**src/rtl/axi_pkg.sv**
```systemverilog
`default_nettype none
// ============================================================================
//  Package : axi_pkg
//  Shared AXI widths, burst/response encodings and read-arbiter FSM states.
//  Rev     : 1.0  initial release
// ============================================================================
package axi_pkg;

   localparam int ID_WIDTH   = 4;
   localparam int ADDR_WIDTH = 32;
   localparam int DATA_WIDTH = 32;

   typedef enum logic [1:0] {
      FIXED = 2'd0,
      INCR  = 2'd1,
      WRAP  = 2'd2
   } burst_t;

   typedef enum logic [1:0] {
      OKAY   = 2'd0,
      EXOKAY = 2'd1,
      SLVERR = 2'd2,
      DECERR = 2'd3
   } resp_t;

   typedef enum logic [0:0] {
      IDLE  = 1'b0,
      ISSUE = 1'b1
   } ar_state_t;

endpackage
`default_nettype wire

```
**src/rtl/rr_arbiter.sv**
```systemverilog
`default_nettype none
// ============================================================================
//  Module  : rr_arbiter
//  Combinational round-robin pick: first request at or above ptr, with wrap.
//  Rev     : 1.0  initial release
// ============================================================================
module rr_arbiter #(
   parameter int N     = 4,
   parameter int IDX_W = $clog2(N)
) (
   input  logic [N-1:0]     req,
   input  logic [IDX_W-1:0] ptr,
   output logic [N-1:0]     grant,
   output logic [IDX_W-1:0] idx,
   output logic             valid
);

   logic [IDX_W-1:0] w_j;

   always_comb begin
      grant = '0;
      idx   = '0;
      valid = 1'b0;
      w_j   = '0;
      for (int k = 0; k < N; k++) begin
         w_j = IDX_W'((int'(ptr) + k) % N);
         if (!valid && req[w_j]) begin
            grant[w_j] = 1'b1;
            idx        = w_j;
            valid      = 1'b1;
         end
      end
   end

endmodule
`default_nettype wire

```
**src/rtl/axi_read_arbiter.sv**
```systemverilog
`default_nettype none
// ============================================================================
//  Module  : axi_read_arbiter
//  Shares one AXI read port among NUM_MASTERS requesters; RR on AR, ID routing on R.
//  Rev     : 1.0  initial release
// ============================================================================
module axi_read_arbiter #(
   parameter int NUM_MASTERS = 4,
   parameter int ID_WIDTH    = axi_pkg::ID_WIDTH,
   parameter int ADDR_WIDTH  = axi_pkg::ADDR_WIDTH,
   parameter int DATA_WIDTH  = axi_pkg::DATA_WIDTH,
   parameter int MAX_OUTST   = 4,
   parameter int IDX_W       = $clog2(NUM_MASTERS)
) (
   input  logic                              aclk,
   input  logic                              aresetn,
   input  logic [NUM_MASTERS*ID_WIDTH-1:0]   s_arid,
   input  logic [NUM_MASTERS*ADDR_WIDTH-1:0] s_araddr,
   input  logic [NUM_MASTERS*8-1:0]          s_arlen,
   input  logic [NUM_MASTERS*3-1:0]          s_arsize,
   input  logic [NUM_MASTERS*2-1:0]          s_arburst,
   input  logic [NUM_MASTERS-1:0]            s_arvalid,
   output logic [NUM_MASTERS-1:0]            s_arready,
   output logic [ID_WIDTH-1:0]               s_rid,
   output logic [DATA_WIDTH-1:0]             s_rdata,
   output logic [1:0]                        s_rresp,
   output logic                              s_rlast,
   output logic [NUM_MASTERS-1:0]            s_rvalid,
   input  logic [NUM_MASTERS-1:0]            s_rready,
   output logic [ID_WIDTH+IDX_W-1:0]         m_arid,
   output logic [ADDR_WIDTH-1:0]             m_araddr,
   output logic [7:0]                        m_arlen,
   output logic [2:0]                        m_arsize,
   output logic [1:0]                        m_arburst,
   output logic                              m_arvalid,
   input  logic                              m_arready,
   input  logic [ID_WIDTH+IDX_W-1:0]         m_rid,
   input  logic [DATA_WIDTH-1:0]             m_rdata,
   input  logic [1:0]                        m_rresp,
   input  logic                              m_rlast,
   input  logic                              m_rvalid,
   output logic                              m_rready,
   output logic                              decode_err
);

   import axi_pkg::*;

   localparam int CNT_W = $clog2(MAX_OUTST + 1);
   localparam int RID_W = ID_WIDTH + IDX_W;

   ar_state_t                r_state;
   ar_state_t                w_state_nxt;
   logic [IDX_W-1:0]         r_ptr;
   logic [IDX_W-1:0]         r_win;
   logic [NUM_MASTERS-1:0]   w_elig;
   logic [NUM_MASTERS-1:0]   w_gnt;
   logic [IDX_W-1:0]         w_gnt_idx;
   logic                     w_gnt_vld;
   logic                     w_load;
   logic                     w_accept;
   logic [ID_WIDTH-1:0]      w_sel_id;
   logic [ADDR_WIDTH-1:0]    w_sel_addr;
   logic [7:0]               w_sel_len;
   logic [2:0]               w_sel_size;
   logic [1:0]               w_sel_burst;
   logic [IDX_W-1:0]         w_ridx;
   logic                     w_ridx_ok;
   logic                     w_rlast_hs;

   rr_arbiter #(
      .N     (NUM_MASTERS),
      .IDX_W (IDX_W)
   ) u_rr (
      .req   (w_elig),
      .ptr   (r_ptr),
      .grant (w_gnt),
      .idx   (w_gnt_idx),
      .valid (w_gnt_vld)
   );

   // Ready is gated by aresetn so no grant pulse escapes while reset is held.
   always_comb begin
      w_state_nxt = r_state;
      w_load      = 1'b0;
      w_accept    = 1'b0;
      s_arready   = '0;
      case (r_state)
         IDLE: begin
            if (w_gnt_vld && aresetn) begin
               s_arready   = w_gnt;
               w_load      = 1'b1;
               w_state_nxt = ISSUE;
            end
         end
         ISSUE: begin
            if (m_arready) begin
               w_accept    = 1'b1;
               w_state_nxt = IDLE;
            end
         end
         default: w_state_nxt = IDLE;
      endcase
   end

   assign m_arvalid = (r_state == ISSUE);

   always_comb begin
      w_sel_id    = '0;
      w_sel_addr  = '0;
      w_sel_len   = '0;
      w_sel_size  = '0;
      w_sel_burst = '0;
      for (int i = 0; i < NUM_MASTERS; i++) begin
         if (w_gnt[i]) begin
            w_sel_id    = s_arid[i*ID_WIDTH +: ID_WIDTH];
            w_sel_addr  = s_araddr[i*ADDR_WIDTH +: ADDR_WIDTH];
            w_sel_len   = s_arlen[i*8 +: 8];
            w_sel_size  = s_arsize[i*3 +: 3];
            w_sel_burst = s_arburst[i*2 +: 2];
         end
      end
   end

   always_ff @(posedge aclk or negedge aresetn) begin
      if (!aresetn) begin
         r_state   <= IDLE;
         r_ptr     <= '0;
         r_win     <= '0;
         m_arid    <= '0;
         m_araddr  <= '0;
         m_arlen   <= '0;
         m_arsize  <= '0;
         m_arburst <= '0;
      end else begin
         r_state <= w_state_nxt;
         if (w_load) begin
            r_win     <= w_gnt_idx;
            m_arid    <= {w_gnt_idx, w_sel_id};
            m_araddr  <= w_sel_addr;
            m_arlen   <= w_sel_len;
            m_arsize  <= w_sel_size;
            m_arburst <= w_sel_burst;
         end
         if (w_accept) begin
            r_ptr <= (r_win == IDX_W'(NUM_MASTERS - 1)) ? '0 : r_win + 1'b1;
         end
      end
   end

   // R routing: out-of-range prefixes are sunk so the slave never stalls on them.
   assign w_ridx    = m_rid[RID_W-1:ID_WIDTH];
   assign w_ridx_ok = ({1'b0, w_ridx} < (IDX_W + 1)'(NUM_MASTERS));

   always_comb begin
      s_rvalid = '0;
      m_rready = 1'b1;
      if (w_ridx_ok) begin
         s_rvalid[w_ridx] = m_rvalid;
         m_rready         = s_rready[w_ridx];
      end
   end

   assign s_rid      = m_rid[ID_WIDTH-1:0];
   assign s_rdata    = m_rdata;
   assign s_rresp    = m_rresp;
   assign s_rlast    = m_rlast;
   assign w_rlast_hs = m_rvalid && m_rready && m_rlast && w_ridx_ok;

   always_ff @(posedge aclk or negedge aresetn) begin
      if (!aresetn) begin
         decode_err <= 1'b0;
      end else if (m_rvalid && !w_ridx_ok) begin
         decode_err <= 1'b1;
      end
   end

   for (genvar i = 0; i < NUM_MASTERS; i++) begin : g_cnt
      logic [CNT_W-1:0] r_cnt;
      logic             w_inc;
      logic             w_dec;

      assign w_inc     = w_accept && (r_win == IDX_W'(i));
      assign w_dec     = w_rlast_hs && (w_ridx == IDX_W'(i));
      assign w_elig[i] = s_arvalid[i] && (r_cnt < CNT_W'(MAX_OUTST));

      always_ff @(posedge aclk or negedge aresetn) begin
         if (!aresetn) begin
            r_cnt <= '0;
         end else if (w_inc && !w_dec) begin
            r_cnt <= r_cnt + 1'b1;
         end else if (w_dec && !w_inc && (r_cnt != '0)) begin
            r_cnt <= r_cnt - 1'b1;
         end
      end
   end

endmodule
`default_nettype wire
```
**config.mk**
```make
export PLATFORM = sky130hd
export DESIGN_NAME = axi_read_arbiter
export DESIGN_NICKNAME = d
export VERILOG_FILES = /design/src/rtl/axi_pkg.sv /design/src/rtl/rr_arbiter.sv /design/src/rtl/axi_read_arbiter.sv
export SDC_FILE = /design/constraint.sdc
export NUM_CORES = 1
export LEC_CHECK = 0
export ABC_CLOCK_PERIOD_IN_PS = 8290
export CELL_PAD_IN_SITES_DETAIL_PLACEMENT = 2
export CELL_PAD_IN_SITES_GLOBAL_PLACEMENT = 2
export CORE_UTILIZATION = 21
export CTS_CLUSTER_DIAMETER = 100
export DETAILED_ROUTE_END_ITERATION = 10
export GPL_TIMING_DRIVEN = 0
export PLACE_DENSITY_LB_ADDON = 0.1
export SLEW_MARGIN = 40
export SYNTH_ARGS = -nofsm -noshare
export SYNTH_HDL_FRONTEND = slang
export SYNTH_SLANG_ARGS = --single-unit
```
**constraint.sdc**
```tcl
create_clock -name aclk -period 8.29 [get_ports aclk]
set_clock_uncertainty 0.2 [all_clocks]
set_input_delay 1.2435 -clock aclk [delete_from_list [all_inputs] [get_ports aclk]]
set_output_delay 1.2435 -clock aclk [all_outputs]
set_load 0.005 [all_outputs]
```
# --- Yosys cells after proc, flatten, opt, wreduce, memory -nomap -nowiden ---
# Index checks and enable logic that the tools add are counted.
totals:
  elab_cells: 174
  out_inout_bits: 101
  ff_bits: 68
  in_bits: 249
classes:
  eq_ne: 6
  add_sub_neg: 12
  n_mux: 69
  bitwise_logic: 5
  reduce_logical: 56
  n_lt_le_gt_ge: 14
op_table:
  columns: ["cell", "count"]
  rows:
  - ["two-way mux 32 bit", 4]
  - ["two-way mux 4 bit", 10]
  - ["two-way mux 3 bit", 12]
  - ["logical AND 1 bit", 35]
  - ["two-way mux 8 bit", 4]
  - ["two-way mux 1 bit", 19]
  - ["two-way mux 2 bit", 9]
  - ["less-than comparator 2 x 3 -> 1 bit, second input constant", 5]
  - ["adder 3 x 1 -> 3 bit, second input constant", 4]
  - ["less-than comparator 3 bit, second input constant", 4]
  - ["bitwise OR 4 bit", 3]
  - ["nonzero test 3 bit", 4]
  - ["subtractor 3 x 1 -> 3 bit, second input constant", 4]
  - ["zero test 1 bit", 11]
  - ["binary-select mux 1 bit (select 2 bit)", 5]
  - ["demux 1 bit (select 2 bit)", 5]
  - [">= comparator 2 x 1 -> 1 bit, second input constant", 5]
  - ["== test 2 bit, second input constant", 4]
  - ["nonzero test 2 bit", 4]
  - ["adder 2 x 1 -> 2 bit, second input constant", 2]
  - ["adder 2 bit, second input constant", 2]
  - ["AND 4 bit", 1]
  - ["== test 2 x 1 -> 1 bit, second input constant", 2]
  - ["zero test 2 bit", 2]
  - ["other kinds (2)", 2]

# --- Logic depth before layout (Yosys ltp) ---
# Gate-level depths: netlist (run 1).
depth:
  depth_word: 18
  ltp_mapped: 10
  ltp_nobuf: 9

# --- Cells and area by module ---
# A second synthesis (run 1) with hierarchy kept.
hier_totals:
  cells_unflattened: 621
  area_unflattened_um2: 5235.0
by_module_without_submodules:
  columns: ["module", "seq_area_each_um2", "n_inst", "area_each_um2", "cells_per_inst"]
  rows:
  - ["axi_read_arbiter", 1651.6, 1, 4812.1, 576]
  - ["rr_arbiter", 0.0, 1, 422.9, 45]

# --- Least setup slack after synthesis (run 1) ---
# OpenSTA, ideal clock, no wires.
synth_timing:
  path_kind: "input-to-output"
  startpoint: "in s_arvalid[2]"
  endpoint: "out s_arready[0]"
  path_slack_ns: 3.963
  required_ns: 6.846
  arrival_time_ns: 2.884
  path_stages: 7
  path_buffers: 1
  cell_sequence: "nor2b_1 mux4_2 nor2_1 a22o_1 a221o_1 clkbuf_1 and2_1"
synth_via:
  elab_chain_cells: 16
  elab_cells_between_ends: 29
  cone_classes: "mux: 18; bitwise: 3; reduce/logical: 8"
synth_rtl:
  columns: ["item", "line", "rtl"]
  rows:
  - ["start, declared", "axi_read_arbiter.sv:22", "input logic [NUM_MASTERS-1:0] s_arvalid,"]
  - ["logical AND 1 bit (*)", "axi_read_arbiter.sv:184", "assign w_elig[i] = s_arvalid[i] && (r_cnt < CNT_W'(MAX_OUTST));"]
  - ["binary-select mux 1 bit (select 2 bit)", "rr_arbiter.sv:27", "if (!valid && req[w_j]) begin"]
  - ["two-way mux 1 bit (not written as such)", "rr_arbiter.sv:27", null]
  - ["two-way mux 1 bit", "rr_arbiter.sv:27", null]
  - ["zero test 1 bit", "rr_arbiter.sv:27", null]
  - ["logical AND 1 bit", "rr_arbiter.sv:27", null]
  - ["two-way mux 1 bit", "rr_arbiter.sv:27", null]
  - ["zero test 1 bit", "rr_arbiter.sv:27", null]
  - ["logical AND 1 bit", "rr_arbiter.sv:27", null]
  - ["two-way mux 1 bit", "rr_arbiter.sv:27", null]
  - ["zero test 1 bit", "rr_arbiter.sv:27", null]
  - ["logical AND 1 bit", "rr_arbiter.sv:27", null]
  - ["two-way mux 1 bit", "rr_arbiter.sv:27", null]
  - ["logical AND 1 bit", "axi_read_arbiter.sv:89", "if (w_gnt_vld && aresetn) begin"]
  - ["two-way mux 4 bit (*)", "axi_read_arbiter.sv:89", null]
  - ["two-way mux 4 bit (*)", "axi_read_arbiter.sv:87", "case (r_state)"]
  - ["end, declared", "axi_read_arbiter.sv:23", "output logic [NUM_MASTERS-1:0] s_arready,"]
# Every way passes the cells marked *; elsewhere a longest branch is shown, timed or not. The select of a mux whose other input is x is not followed.

# --- Final worst setup path (run 1) ---
layout_timing:
  startpoint: "in s_arvalid[0]"
  endpoint: "out s_arready[0]"
# Same word-level chain as after synthesis.

==> impl_metrics.yaml, run 1 <==
timing:
  hold_slack_ns: 0.303
  final_setup_violation_count: 0
  period_share_pct: 71.9
  setup_repair_after_global_routing_missed_its_margin: "no"
  hold_viol_final: 0
  timing.final.max_slew_violations: 0
  highest_clock_frequency_the_design_can_meet_ghz: 0.168
  final.min_clock_period_ns: 5.96
  timing.slew.headroom_pct: 55.2
  setup_tns_ns: 0
  least_margin_pin_slew_ns: 0.673
place:
  hpwlAfterDp_um: 20000
  dpl_cell_area_um2: 8840
  placement.io_buffers: 310
  routabilityCongestion: 0.747
clocking:
  clkLatencyLatePin_ns: 0.34
  cts_hold_buf: 0
  postCtsSetupRepairBufs: 0
  cts_resized: 0
  clock_tree_from_tritoncts: "done"
  cts_htree_levels: 3
  clockRootBuffer: "sky130_fd_sc_hd__clkbuf_16"
  clkSlewWorstSetupHoldPaths_ns: 0.06
  clkSinkCount: 66
  max_root_sink_buffers: 2
  cts_inserted_buffers: 9
power_and_ir_drop:
  internal_power_component_uw: 1580
  power_frac_comb_pct: 64.6
  power_switching_uw: 1230
  power.sequential.fraction_pct: 20.7
  p_per_area_nw_per_um2: 307
  power_switching_share_pct: 43.7
  cellLeakagePower_uw: 0.00363
  vdd_ir_drop_max_uv: 105
  share_clk_of_total_power_pct: 14.7
critical_path:
  setup.reg_to_reg.worst_slack_ns: 4.47
  ff2ff_path_depth: 10
  critical_path_required_ns: 6.85
  critical_path_buffer_and_inverter_count: 3
  worst_setup_path_end_kind: "output port"
  cp-startpoint: "s_arvalid[0]"
  worst-path-max-fanout: 10
  critical_path_depth: 9
  chain_of_cells_forming_the_critical_path: "clkdlybuf4s50_1 -> nor2b_1 -> mux4_2 -> nor2_1 -> a22o_1 -> a221o_1 -> clkbuf_1 -> and2_1 -> clkdlybuf4s50_1"
  critPathMostFrequentCell: "sky130_fd_sc_hd__clkdlybuf4s50_1"
  critical-path-top-delay-family: "buffers and inverters"
  timing.rr.start: "r_ptr[0]$_DFFE_PN0P_"
  setup.worst_path.start_class: "input pin"
  critical_path.endpoint: "s_arready[0]"
  critical-path-slowest-cell: "sky130_fd_sc_hd__mux4_2"
  cp_arrival_ns: 4.51
  max_stage_delay_ns: 0.56
  path_class: "input pin to output port"
  critical_path.reg2reg.endpoint: "m_arlen[5]$_DFFE_PN0P_"
route:
  vias: 6103
  drt_pre_antenna_iters: 4
  detail_route.wirelength_um: 25500
  drtAntennaViolNets: 0
  route.detailed.wl_per_inst_um: 20.0
  drt_iter0_markers: 202
  via_per_inst: 4.80
  detail_route.drc_violations: 0
grt:
  grt_antenna_before_repair: 2
  global_route.overflow_total: 0
  grtUsageTotal_pct: 19.5
  grt_pass1_wl_um: 39200
  first_global_vias: 6696
  grt_start_max_net_pins: 37
synthesis:
  synth.top_cell.area_share_pct: 31.2
  postSynth.asyncResetShare_pct: 100
  yosysUniqueCellTypes: 48
  synth_commonest_cells: "sky130_fd_sc_hd__dfrtp_1 (66), sky130_fd_sc_hd__inv_1 (59), sky130_fd_sc_hd__nand2_1 (59)"
  synth_cells: 620
  synth_most_common_cell: "sky130_fd_sc_hd__dfrtp_1"
  mappedNetlistNets: 884
  synth_sequential_area_ratio_pct: 31.2
  dominant_cells_by_area_after_synthesis: "sky130_fd_sc_hd__dfrtp_1 (31%), sky130_fd_sc_hd__o221ai_1 (8.8%), sky130_fd_sc_hd__a2bb2oi_1 (8.1%)"
  synth_ff_type: "sky130_fd_sc_hd__dfrtp_1"
  yosys.area.top_type: "sky130_fd_sc_hd__dfrtp_1"
  syn_area_per_cell_um2: 8.55
  warnings_synthesis: 0
  synth.ff_latch_count: 66
  synth-edff-count: 0
  mappedNetlistArea_um2: 5300
final_layout:
  fraction_of_layout_cells_with_a_size_suffix_above_1_pct: 7.51
  finish.utilization_pct: 37.3
  stdcell_area_um2: 9150
  finish.net_count: 1206
  syn_to_layout_area_delta_pct: 72.5
floorplan:
  floorplan.core_area_um2: 24500
  fp-row-count: 57
  design.die.area_um2: 25900
  boundaryPins: 350
  floorplan.die.width_um: 161
  die_h_um: 161
  initial_utilization_pct: 21.6
run_status:
  outcome: "finished clean"
min_path:
  hold_path_class: "flop to flop"
  hold_start: "m_araddr[19]$_DFFE_PN0P_"
run:
  timing.max_cap.violations: 0
## cells in the final DEF (no fill, tap or decap), drive strengths merged, types with 2 or more instances in the layout
cell and n:
o21ai 12, o31ai 3, mux4 4, buf 51, inv 60, mux2i 4
a21oi 6, nand3b 3, nand2b 6, bufinv 2, a221o 2, and2 53
diode 2, dfrtp 66, nor3b 2, a31o 3, a22o 3, clkbuf 53
o211ai 3, nor3 4, nand4 2, nor2 31, ha 11, o21bai 2
clkdlybuf4s50 309, o31a 3, fa 4, a2bb2oi 49, nand3 13, a32oi 49
nand2 59, nor2b 6, and3 3, o221ai 53
## how the worst min path moves through the flow
stage | end | cells past startpoint
after CTS | m_araddr[23]$_DFFE_PN0P_ | 2
after global placement | m_araddr[28]$_DFFE_PN0P_ | 2
after global routing | m_araddr[6]$_DFFE_PN0P_ | 2
after detailed placement | m_araddr[20]$_DFFE_PN0P_ | 2
after floorplan | g_cnt[3].r_cnt[2]$_DFFE_PN0P_ | 1
final | m_araddr[19]$_DFFE_PN0P_ | 2
## state kept, by name, indices dropped and copies added, names as in the netlist
signal / flops
g_cnt.r_cnt: 12
m_araddr: 32
m_arburst: 2
m_arid: 6
m_arlen: 8
m_arsize: 3
m_arvalid: 1
r_ptr: 2
## power by group through the flow
| stage | Sequential [uW] | Combinational, uW | Clock [uW] |
|---|---|---|---|
| floorplan | 566 | 1070 | 0 |
| global placement | 585 | 1820 | 0 |
| detailed placement | 590 | 1840 | 0 |
| CTS | 585 | 1850 | 428 |
| global route | 606 | 1990 | 439 |
| finish | 580 | 1810 | 413 |
## layer usage
layer / global-route usage [%] / vias to the layer above / share of wire, %
li1: - / 2900 / -
met1: 24.8 / 2951 / 44
met2: 33.3 / 227 / 48
met3: 3.80 / 25 / 5.8
met4: 5.70 / 0 / 2.1
met5: 0 / - / 0
## stage by stage
| stage | total power, uW | setup slack, ns | std cells |
|---|---|---|---|
| finish | 2810 | 2.33 | 1272 |
| global route | 3040 | 2.23 | 1272 |
| CTS | 2860 | 2.37 | 1270 |
| detailed placement | 2430 | 2.39 | 1255 |
| global placement | 2410 | -0.341 | 1254 |
| floorplan | 1630 | 3.96 | 620 |
## cells by family (layout without fill, tap and decap cells)
logic type,after synthesis,in the layout,synth area share [%]
AOI/OAI and AO/OA,195,195,31.1
and+or+nand+nor,184,184,17.3
other,1,3,0.0707
muxes,9,9,2.67
buffers and inverters,150,476,13.6
adders and majority gates,15,15,4.11
DFF,66,66,31.2
## layout make-up
cell class / instances / area (um^2)
Sequential cell: 66 / 1650
Buffer: 90 / 497
Fill cell: 2764 / 15400
Inverter: 60 / 225
Antenna cell: 2 / 5.00
Clock inverter: 3 / 65.1
Tap cell: 324 / 405
Multi-Input combinational cell: 404 / 2930
Timing Repair Buffer: 311 / 3130
Clock buffer: 12 / 236
## worst min-delay path: cells and delay by family (launching register included)
family,cells,cell delay (ns)
compound gates,2,0.12
flops,1,0.34
Note: power is estimated with default switching activity, not from simulation.
==> run 2: changes to the inputs <==
--- a/config.mk
+++ b/config.mk
@@ -5,10 +5,10 @@
 export SDC_FILE = /design/constraint.sdc
 export NUM_CORES = 1
 export LEC_CHECK = 0
-export ABC_CLOCK_PERIOD_IN_PS = 8290
+export ABC_CLOCK_PERIOD_IN_PS = 5510
 export CELL_PAD_IN_SITES_DETAIL_PLACEMENT = 2
 export CELL_PAD_IN_SITES_GLOBAL_PLACEMENT = 2
-export CORE_UTILIZATION = 21
+export CORE_UTILIZATION = 19
 export CTS_CLUSTER_DIAMETER = 100
 export DETAILED_ROUTE_END_ITERATION = 10
 export GPL_TIMING_DRIVEN = 0
==> constraint.sdc (replaced) <==
create_clock -name aclk -period 5.51 [get_ports aclk]
set_clock_uncertainty 0.2 [all_clocks]
set_input_delay 0.8265 -clock aclk [delete_from_list [all_inputs] [get_ports aclk]]
set_output_delay 0.8265 -clock aclk [all_outputs]
set_load 0.005 [all_outputs]
==> impl_metrics.yaml, run 2 (synthesized netlist as in run 1, its figures left out) <==
timing:
  timing.final.max_slew_violations: 0
  least_margin_pin_slew_ns: 0.754
  setup_repair_after_global_routing_missed_its_margin: "no"
  period_share_pct: 91.4
  timing.slew.headroom_pct: 49.8
  hold_viol_final: 0
  hold_slack_ns: 0.181
  layout_setup_ws_ns: 0.472
  final_setup_violation_count: 0
  final.min_clock_period_ns: 5.04
  highest_clock_frequency_the_design_can_meet_ghz: 0.199
grt:
  grt_antenna_before_repair: 2
  global_route.overflow_total: 0
  grtUsageTotal_pct: 18.4
  gr-max-usage-layer: "met2"
  gr-usage-met1_pct: 23.2
  grt_use_met3_pct: 3.72
  grt_pass1_wl_um: 39800
  global_route_met2_utilization_pct: 30.8
  grt_start_max_net_pins: 37
  first_global_vias: 6623
place:
  placed_cells_incl_taps: 1303
  placement.io_buffers: 310
  routabilityCongestion: 0.734
  hpwlAfterDp_um: 20700
  worst_setup_slack_before_clock_tree_synthesis_ns: 0.457
power_and_ir_drop:
  power_frac_comb_pct: 65.4
  share_clk_of_total_power_pct: 13.9
  power.sequential.fraction_pct: 20.7
  design_power_total_uw: 4200
  cellLeakagePower_uw: 0.00362
  power_switching_share_pct: 44.6
  p_per_area_nw_per_um2: 458
  internal_power_component_uw: 2330
  power_switching_uw: 1870
  vdd_ir_drop_max_uv: 129
critical_path:
  setup.worst_path.start_class: "input pin"
  max_stage_delay_ns: 0.57
  cp_arrival_ns: 4.01
  critPathMostFrequentCell: "sky130_fd_sc_hd__clkdlybuf4s50_1"
  path_class: "input pin to output port"
  worst_setup_path_end_kind: "output port"
  worst-path-max-fanout: 10
  critical_path_required_ns: 4.48
  chain_of_cells_forming_the_critical_path: "clkdlybuf4s50_1 -> nor2b_1 -> mux4_2 -> nor2_1 -> a22o_1 -> a221o_1 -> clkbuf_1 -> and2_1 -> clkdlybuf4s50_1"
  critical-path-slowest-cell: "sky130_fd_sc_hd__clkdlybuf4s50_1"
route:
  drtAntennaViolNets: 0
  vias: 6106
  drt_iter0_markers: 178
  detail_route.wirelength_um: 26600
  detail_route.drc_violations: 0
  drt_pre_antenna_iters: 4
  via_per_inst: 4.63
  route.detailed.wl_per_inst_um: 20.2
final_layout:
  fraction_of_layout_cells_with_a_size_suffix_above_1_pct: 7.51
  layout.cells.most_common_list: "sky130_fd_sc_hd__clkdlybuf4s50_1 (309), sky130_fd_sc_hd__dfrtp_1 (66), sky130_fd_sc_hd__inv_1 (59), sky130_fd_sc_hd__nand2_1 (59), sky130_fd_sc_hd__o221ai_1 (53)"
  reg_top3: "m_araddr (32), g_cnt.r_cnt (12), m_arlen (8)"
  largest_reg_flops: 32
  layout.cells.most_common: "sky130_fd_sc_hd__clkdlybuf4s50_1"
  filler_cell_count: 3084
  largest-register: "m_araddr"
  finish.utilization_pct: 33.8
  syn_to_layout_area_delta_pct: 73.1
  final_cell_count_without_fillers: 1319
  finish.net_count: 1206
floorplan:
  floorplan.die.width_um: 169
  boundaryPins: 350
  initial_utilization_pct: 19.5
  die_h_um: 169
  design.die.area_um2: 28600
  floorplan.core_area_um2: 27200
  fp-row-count: 60
clocking:
  max_root_sink_buffers: 2
  clockRootBuffer: "sky130_fd_sc_hd__clkbuf_16"
  cts_hold_buf: 0
  clock_tree_from_tritoncts: "done"
  cts_resized: 0
  cts_inserted_buffers: 9
  clkSinkCount: 66
  cts_htree_levels: 3
  clkLatencyLatePin_ns: 0.34
  clkSlewWorstSetupHoldPaths_ns: 0.06
  postCtsSetupRepairBufs: 0
run_status:
  outcome: "finished clean"
min_path:
  hold_path_class: "input pin to async pin"
run:
  timing.max_cap.violations: 0
run 2: final timing paths:
path,cells after the start,slack (ns),startpoint,to
setup / recovery,9,0.47,s_arvalid[0],s_arready[0]
hold / removal,1,0.18,aresetn,g_cnt[2].r_cnt[1]$_DFFE_PN0P_
setup reg to reg,10,1.66,r_ptr[0]$_DFFE_PN0P_,m_arsize[0]$_DFFE_PN0P_
hold reg to reg,2,0.30,m_arlen[7]$_DFFE_PN0P_,m_arlen[7]$_DFFE_PN0P_
max in group asynchronous,2,4.39,aresetn,m_arid[3]$_DFFE_PN0P_
min in group aclk,2,0.30,m_arlen[7]$_DFFE_PN0P_,m_arlen[7]$_DFFE_PN0P_
run 2: cell type report:
class                      count  area (um^2)  share of cell area [%]
antenna                        2         5.00                  0.0545
buffer                        90          497                    5.41
clock buffer                  11          233                    2.54
clock inverter                 3         42.5                   0.463
inverter                      60          225                    2.45
multi-input combinational    404         2930                    31.9
sequential                    66         1650                    18.0
tap                          372          465                    5.07
timing repair buffer         311         3130                    34.1
run 2: metrics by stage:
step | setup TNS [ns] | instance area [um^2]
after floorplan | 0 | 5300
after global placement | -80.09 | 8870
after detailed placement | 0 | 8900
after CTS | 0 | 9170
after global routing | 0 | 9180
final | 0 | 9180
run 2: power by group through the flow:
stage | combinational [uW] | sequential, uW | clock [uW]
after detailed placement | 2800 | 883 | 0
final | 2750 | 870 | 582
after global placement | 2770 | 879 | 0
after global routing | 3020 | 906 | 621
after floorplan | 1610 | 851 | 0
after CTS | 2810 | 876 | 602
run 2: routing by layer:
metal  share of wire, %  wire length (um)  vias to the layer above
li1                   -                 -                     2897
met1                 44             11800                     2945
met2                 47             12600                      236
met3                6.3              1680                       28
met4                2.3               611                        0
met5                  0                 0                        -
run 2: worst max-delay path, delay by kind of cell:
| family | cells | cell delay, ns |
|---|---|---|
| AND/OR/NAND/NOR | 3 | 0.68 |
| multiplexers | 1 | 0.56 |
| buffers and inverters | 3 | 1.49 |
| AO/OA/AOI/OAI | 2 | 0.45 |
==> run 3: changes to the inputs <==
--- a/config.mk
+++ b/config.mk
@@ -6,6 +6,7 @@
 export NUM_CORES = 1
 export LEC_CHECK = 0
 export ABC_CLOCK_PERIOD_IN_PS = 5510
+export CAP_MARGIN = 10
 export CELL_PAD_IN_SITES_DETAIL_PLACEMENT = 2
 export CELL_PAD_IN_SITES_GLOBAL_PLACEMENT = 2
 export CORE_UTILIZATION = 19
==> results of run 3 <==
The final DEF is identical to that of run 2; final timing and power are the same.
